`src/rtl/rv_pkg.sv`:
```
// Shared RISC-V writeback definitions: data/register widths and the load funct3 encodings.
package rv_pkg;

  localparam int RV_XLEN    = 32;
  localparam int RV_RADDR_W = 5;

  typedef logic [RV_RADDR_W-1:0] reg_num_t;

  typedef enum logic [2:0] {
    F3_LB  = 3'b000,
    F3_LH  = 3'b001,
    F3_LW  = 3'b010,
    F3_LBU = 3'b100,
    F3_LHU = 3'b101
  } load_funct3_e;

endpackage

```
`src/rtl/writeback_arbiter_load_align.sv`:
```
// Combinational load data aligner: selects byte/half/word by address offset and extends it.
module load_align
  import rv_pkg::*;
#(
  parameter int XLEN = RV_XLEN
) (
  input  logic [31:0]     data_i,
  input  logic [2:0]      funct3_i,
  input  logic [1:0]      addr_lo_i,
  output logic [XLEN-1:0] value_o,
  output logic            error_o
);

  logic [7:0]  byte_sel;
  logic [15:0] half_sel;

  assign byte_sel = data_i[{addr_lo_i, 3'b000} +: 8];
  assign half_sel = data_i[{addr_lo_i[1], 4'b0000} +: 16];

  always_comb begin
    value_o = '0;
    error_o = 1'b0;
    case (funct3_i)
      F3_LB:  value_o = XLEN'($signed(byte_sel));
      F3_LBU: value_o = XLEN'(byte_sel);
      F3_LH: begin
        value_o = XLEN'($signed(half_sel));
        error_o = addr_lo_i[0];
      end
      F3_LHU: begin
        value_o = XLEN'(half_sel);
        error_o = addr_lo_i[0];
      end
      F3_LW: begin
        value_o = XLEN'($signed(data_i));
        error_o = (addr_lo_i != 2'b00);
      end
      default: error_o = 1'b1;
    endcase
  end

endmodule

```
`src/rtl/writeback_arbiter.sv`:
```
// Writeback arbiter: loads own the register file port; ALU results queue in a small FIFO
// and are exported as a busy mask for hazard detection.
module writeback_arbiter
  import rv_pkg::*;
#(
  parameter int XLEN      = RV_XLEN,
  parameter int RADDR_W   = RV_RADDR_W,
  parameter int ALU_DEPTH = 2
) (
  input  logic                  clk,
  input  logic                  rst,
  input  logic                  alu_valid,
  output logic                  alu_ready,
  input  logic [RADDR_W-1:0]    alu_rd,
  input  logic [XLEN-1:0]       alu_value,
  input  logic                  mem_valid,
  input  logic [RADDR_W-1:0]    mem_rd,
  input  logic [XLEN-1:0]       mem_data,
  input  logic [2:0]            mem_funct3,
  input  logic [1:0]            mem_addr_lo,
  output logic                  out_write_enable,
  output logic [RADDR_W-1:0]    out_write_number,
  output logic [XLEN-1:0]       out_write_value,
  output logic                  out_load_error,
  output logic [2**RADDR_W-1:0] out_busy_mask
);

  localparam int PTR_W = (ALU_DEPTH > 1) ? $clog2(ALU_DEPTH) : 1;
  localparam int CNT_W = PTR_W + 1;
  localparam int NREG  = 2**RADDR_W;

  // FIFO storage (no reset: only entries covered by count_q are ever read)
  logic [RADDR_W-1:0] fifo_rd_mem  [ALU_DEPTH];
  logic [XLEN-1:0]    fifo_val_mem [ALU_DEPTH];

  logic [PTR_W-1:0] head_q, head_d;
  logic [PTR_W-1:0] tail_q, tail_d;
  logic [CNT_W-1:0] count_q, count_d;

  logic               we_q, we_d;
  logic [RADDR_W-1:0] num_q, num_d;
  logic [XLEN-1:0]    val_q, val_d;
  logic               err_q, err_d;

  logic            accept;
  logic            alu_keep;
  logic            push;
  logic            pop;
  logic [XLEN-1:0] load_value;
  logic            load_error;

  load_align #(
    .XLEN(XLEN)
  ) u_load_align (
    .data_i   (mem_data[31:0]),
    .funct3_i (mem_funct3),
    .addr_lo_i(mem_addr_lo),
    .value_o  (load_value),
    .error_o  (load_error)
  );

  assign alu_ready = (count_q < CNT_W'(ALU_DEPTH));
  assign accept    = alu_valid && alu_ready;
  // x0 results are consumed here and never enter the queue
  assign alu_keep  = accept && (alu_rd != '0);

  always_comb begin
    push  = 1'b0;
    pop   = 1'b0;
    we_d  = 1'b0;
    num_d = '0;
    val_d = '0;
    err_d = 1'b0;
    if (mem_valid) begin
      we_d  = !load_error && (mem_rd != '0);
      num_d = mem_rd;
      val_d = load_value;
      err_d = load_error;
      push  = alu_keep;
    end else if (count_q != '0) begin
      pop   = 1'b1;
      we_d  = 1'b1;
      num_d = fifo_rd_mem[head_q];
      val_d = fifo_val_mem[head_q];
      push  = alu_keep;
    end else if (accept) begin
      we_d  = alu_keep;
      num_d = alu_rd;
      val_d = alu_value;
    end
  end

  always_comb begin
    head_d  = pop  ? head_q + 1'b1 : head_q;
    tail_d  = push ? tail_q + 1'b1 : tail_q;
    count_d = count_q + CNT_W'(push) - CNT_W'(pop);
  end

  always_ff @(posedge clk) begin
    if (rst) begin
      head_q  <= '0;
      tail_q  <= '0;
      count_q <= '0;
      we_q    <= 1'b0;
      num_q   <= '0;
      val_q   <= '0;
      err_q   <= 1'b0;
    end else begin
      head_q  <= head_d;
      tail_q  <= tail_d;
      count_q <= count_d;
      we_q    <= we_d;
      num_q   <= num_d;
      val_q   <= val_d;
      err_q   <= err_d;
    end
  end

  always_ff @(posedge clk) begin
    if (push) begin
      fifo_rd_mem[tail_q]  <= alu_rd;
      fifo_val_mem[tail_q] <= alu_value;
    end
  end

  logic [NREG-1:0] entry_mask [ALU_DEPTH];

  generate
    for (genvar gi = 0; gi < ALU_DEPTH; gi++) begin : g_busy
      logic [PTR_W-1:0] offset;
      logic             live;
      // An entry is live when its distance from head is inside the occupied count
      assign offset          = PTR_W'(gi) - head_q;
      assign live            = ({1'b0, offset} < count_q);
      assign entry_mask[gi]  = live ? (NREG'(1) << fifo_rd_mem[gi]) : '0;
    end
  endgenerate

  always_comb begin
    out_busy_mask = '0;
    for (int i = 0; i < ALU_DEPTH; i++) begin
      out_busy_mask = out_busy_mask | entry_mask[i];
    end
    out_busy_mask[0] = 1'b0;
  end

  assign out_write_enable = we_q;
  assign out_write_number = num_q;
  assign out_write_value  = val_q;
  assign out_load_error   = err_q;

endmodule

```
`config.mk`:
```
export PLATFORM = sky130hd
export DESIGN_NAME = writeback_arbiter
export DESIGN_NICKNAME = d
export VERILOG_FILES = /design/src/rtl/rv_pkg.sv /design/src/rtl/writeback_arbiter_load_align.sv /design/src/rtl/writeback_arbiter.sv
export SDC_FILE = /design/constraint.sdc
export NUM_CORES = 1
export LEC_CHECK = 0
export CAP_MARGIN = 20
export CORE_MARGIN = 2
export CORE_UTILIZATION = 45
export CTS_BUF_LIST = sky130_fd_sc_hd__clkbuf_2 sky130_fd_sc_hd__clkbuf_4 sky130_fd_sc_hd__clkbuf_8
export DETAILED_ROUTE_END_ITERATION = 8
export PLACE_DENSITY = 0.79
export RECOVER_POWER = 50
export SLEW_MARGIN = 20
export SYNTH_ARGS = -nofsm -noshare
export SYNTH_HDL_FRONTEND = slang
export SYNTH_SLANG_ARGS = --single-unit
```
`constraint.sdc`:
```
create_clock -name clk -period 3 [get_ports clk]
set_clock_uncertainty 0.05 [all_clocks]
set_input_delay 0.3 -clock clk [delete_from_list [all_inputs] [get_ports clk]]
set_output_delay 0.3 -clock clk [all_outputs]
set_load 0.03 [all_outputs]
```
==> results.md <==
* Status: finished, final reports clean
* Total track usage at 0.248
* CP arrival at roughly 2.5 ns
* Root buffer cell: clkbuf_8
* Worst path depth at 5
* Critical path class: reg -> out
* Routability Congestion at ~0.91
* CP top delay family: simple AND/OR/NAND/NOR gates
* P_leak at approximately 2.8 nW
* Crit end category: output port
* CP Max Fanout at 8
* Reg2reg start: count_q[1]
* Slowest stage delay, CP at 0.69 ns
* Area grow syn2layout at 39.3%
* Final hold vios at 0
* Ports at approximately 160
* Layout cells sized above 1 at 0.125
* Clk buf depth at 2
* Total Wirelength at roughly 16 mm
* # port buffers at ~150
* CTS Buf Count at 17
* Primary FF master, synth: edfxtp_1
* Worst vdd ir at between 0.0005 and 0.0006 V
* Yosys cell types at between 50 and 60
* Initial antenna violation count at 1
* DP Cell Count at about 730
* MaxCap Viol Count at 0
* Relative slew margins at 0.263
* Pin count of the biggest net entering global routing at 38
* Most common cell in the netlist: edfxtp_1
* Antenna-violating nets left at 0
* Drt pass-1 iters at 9
* Synth warn at 0
* Initial DRC Count at 671
* GRT Residual Overflow at 0
* #FFs+latches synth at 118
* Nets at 690
* Clock slew at reported path FFs at 0.07 ns
* First-pass GRT wire length at between 20 and 25 mm
* Synthesized instance count at 461
* Post-DP HPWL at 11.3 mm
* RSZ-0062 raised after global routing: no
* Top cell type's share of synthesized area at 0.407
* Cell Count, Final, Fillers Out at between 700 and 800
* Routed len/inst at 21.1 um
* Via total after detailed routing at between 4000 and 5000
* Fin crit share at 0.959
* # Post-CTS Setup Buffers at 0
* Max-slew violation count at 0
* Die area at about 13000 um^2
* Critical path's slowest cell: clkdlybuf4s50_1
* Fmax at ~0.35 GHz
* Reg-to-reg endpoint: fifo_val_mem[1][12]
* Crit path from: count_q[0]
* Worst Reg-to-Reg Cells at 4
* Crit path time final at around 2.9 ns
* CP Launch Type: flip-flop
* Cell Area, Synth at between 5000 and 6000 um^2
* CP required at roughly 2.7 ns
* Buf/Inv on CP at 1
* Synth async-reset ratio at 0
* Die Y-Extent at 114 um
* Synth area leader: edfxtp_1
* PD cells at 731 nW/um^2
* Min-delay worst type: in -> reg
* Post-synthesis sequential area ratio at 0.568
* Core Rows at 40
* Number of flops mapped to enable cells by yosys at 74
* # setup viols final at 0
* Syn Nets at roughly 550
* Setup tns final at 0 ns
* WHS at between 0.4 and 0.5 ns
* Slew @ Worst Pin at 1.11 ns
* Flop2flop setup slack at ~0.63 ns
* Skew-Pair Late Insertion Delay at around 0.44 ns
* Width of the die at 114 um
* Top post-synthesis cells by count: edfxtp_1 (74), dfxtp_1 (44), o22ai_1 (42)
* Final core occ at 0.638
* Initial core utilization at 0.458
* CORE AREA at around 12000 um^2
* CTS tree: yes
* Area contributors post-synth: edfxtp_1 (41%), dfxtp_1 (16%), o22ai_1 (4.8%)
* DRC errors left at 0
* Cells along the critical path: nor2b_1 -> nor2_1 -> or3b_1 -> o22ai_1 -> clkdlybuf4s50_1
* Vias in the first global route at roughly 4500
* Vias/cell at a little over 6
* Crit path capture: out_busy_mask[8]
* Clk sinks at between 100 and 150
* Post-Syn Area per Cell at ~12 um^2
* H-Tree Depth at 4
timing repair:
action,CTS,global route
endpoints found under the setup margin,10,13
resized for setup,10,5
gates cloned,0,0
hold buffers,0,0
where the power goes:
group / internal (W) / switching [W] / total (W)
clock network: 0.00108 / 0.000681 / 0.00176
registers: 0.00198 / 0.000147 / 0.00213
logic: 0.000712 / 0.000957 / 0.00167
how the worst min path moves through the flow:
| stage | from | endpoint | slack [ns] | cells after the start |
|---|---|---|---|---|
| finish | mem_data[4] | out_write_value[4] | 0.42 | 3 |
| global route | mem_data[4] | out_write_value[4] | 0.44 | 3 |
| CTS | alu_value[20] | fifo_val_mem[0][20] | 0.41 | 1 |
| detailed placement | head_q | head_q | 0.54 | 2 |
| global placement | head_q | head_q | 0.51 | 2 |
| floorplan | alu_rd[0] | fifo_rd_mem[0][0] | 0.35 | 0 |
flip-flops by register name, summed over array words and instances (netlist names), named ones only:
name / flops
out_load_error: 1
head_q: 1
fifo_val_mem: 64
out_write_enable: 1
tail_q: 1
out_write_value: 32
fifo_rd_mem: 10
out_write_number: 5
count_q: 2
placed cells by master (no fill, tap or decap), drive strengths merged, types with 10 or more instances in the layout:
cell | netlist | layout
dlygate4sd3 | 0 | 76
buf | 24 | 10
clkbuf | 16 | 19
dlygate4sd2 | 0 | 10
mux2i | 22 | 22
clkdlybuf4s50 | 0 | 63
o22ai | 42 | 42
a222oi | 16 | 16
nor2 | 40 | 40
nand2 | 14 | 14
dfxtp | 44 | 44
edfxtp | 74 | 74
mux2 | 22 | 22
a221oi | 12 | 12
a21oi | 35 | 35
cell type report:
type,instances,area (um^2)
clock inverter,15,253
timing repair buffer,165,1660
tap,147,184
inverter,6,22.5
multi-input combinational,297,2140
fill,941,4310
clock buffer,17,234
sequential,118,3100
antenna,1,2.50
metrics by stage:
| stage | total power (W) | area [um^2] | setup WS (ns) |
|---|---|---|---|
| floorplan | 0.00322 | 5460 | -0.00362 |
| global placement | 0.00379 | 7090 | 0.274 |
| detailed placement | 0.00384 | 7090 | 0.179 |
| CTS | 0.00559 | 7560 | 0.00500 |
| global route | 0.00579 | 7600 | 0.0144 |
| finish | 0.00556 | 7600 | 0.124 |
layer usage:
metal	vias to the layer above	routed length, um	GRT usage
li1	2103	-	-
met3	22	1520	0.0752
met1	2253	6370	0.306
met4	0	243	0.0724
met2	275	8040	0.420
met5	-	0	0
worst reg2reg max path: stages, from the launching register on:
cell and delay (ns):
dfxtp_1 0.41, inv_1 0.17, o2111ai_1 0.31, nor2_2 0.84
buf_16 0.27
cells by family (layout without fill, tap and decap cells):
| kind of cell | count (synthesis) | after routing | share of synthesized area |
|---|---|---|---|
| xor gates and xnor gates | 4 | 4 | 0.00642 |
| buffers and inverters | 46 | 203 | 0.0392 |
| AOI/OAI and AO/OA | 137 | 137 | 0.178 |
| and+or+nand+nor | 108 | 108 | 0.113 |
| muxes | 45 | 45 | 0.0898 |
| other | 1 | 2 | 0.000687 |
| DFF | 118 | 118 | 0.568 |
| adders and majority gates | 2 | 2 | 0.00458 |
(Power assumes the default switching activity.)
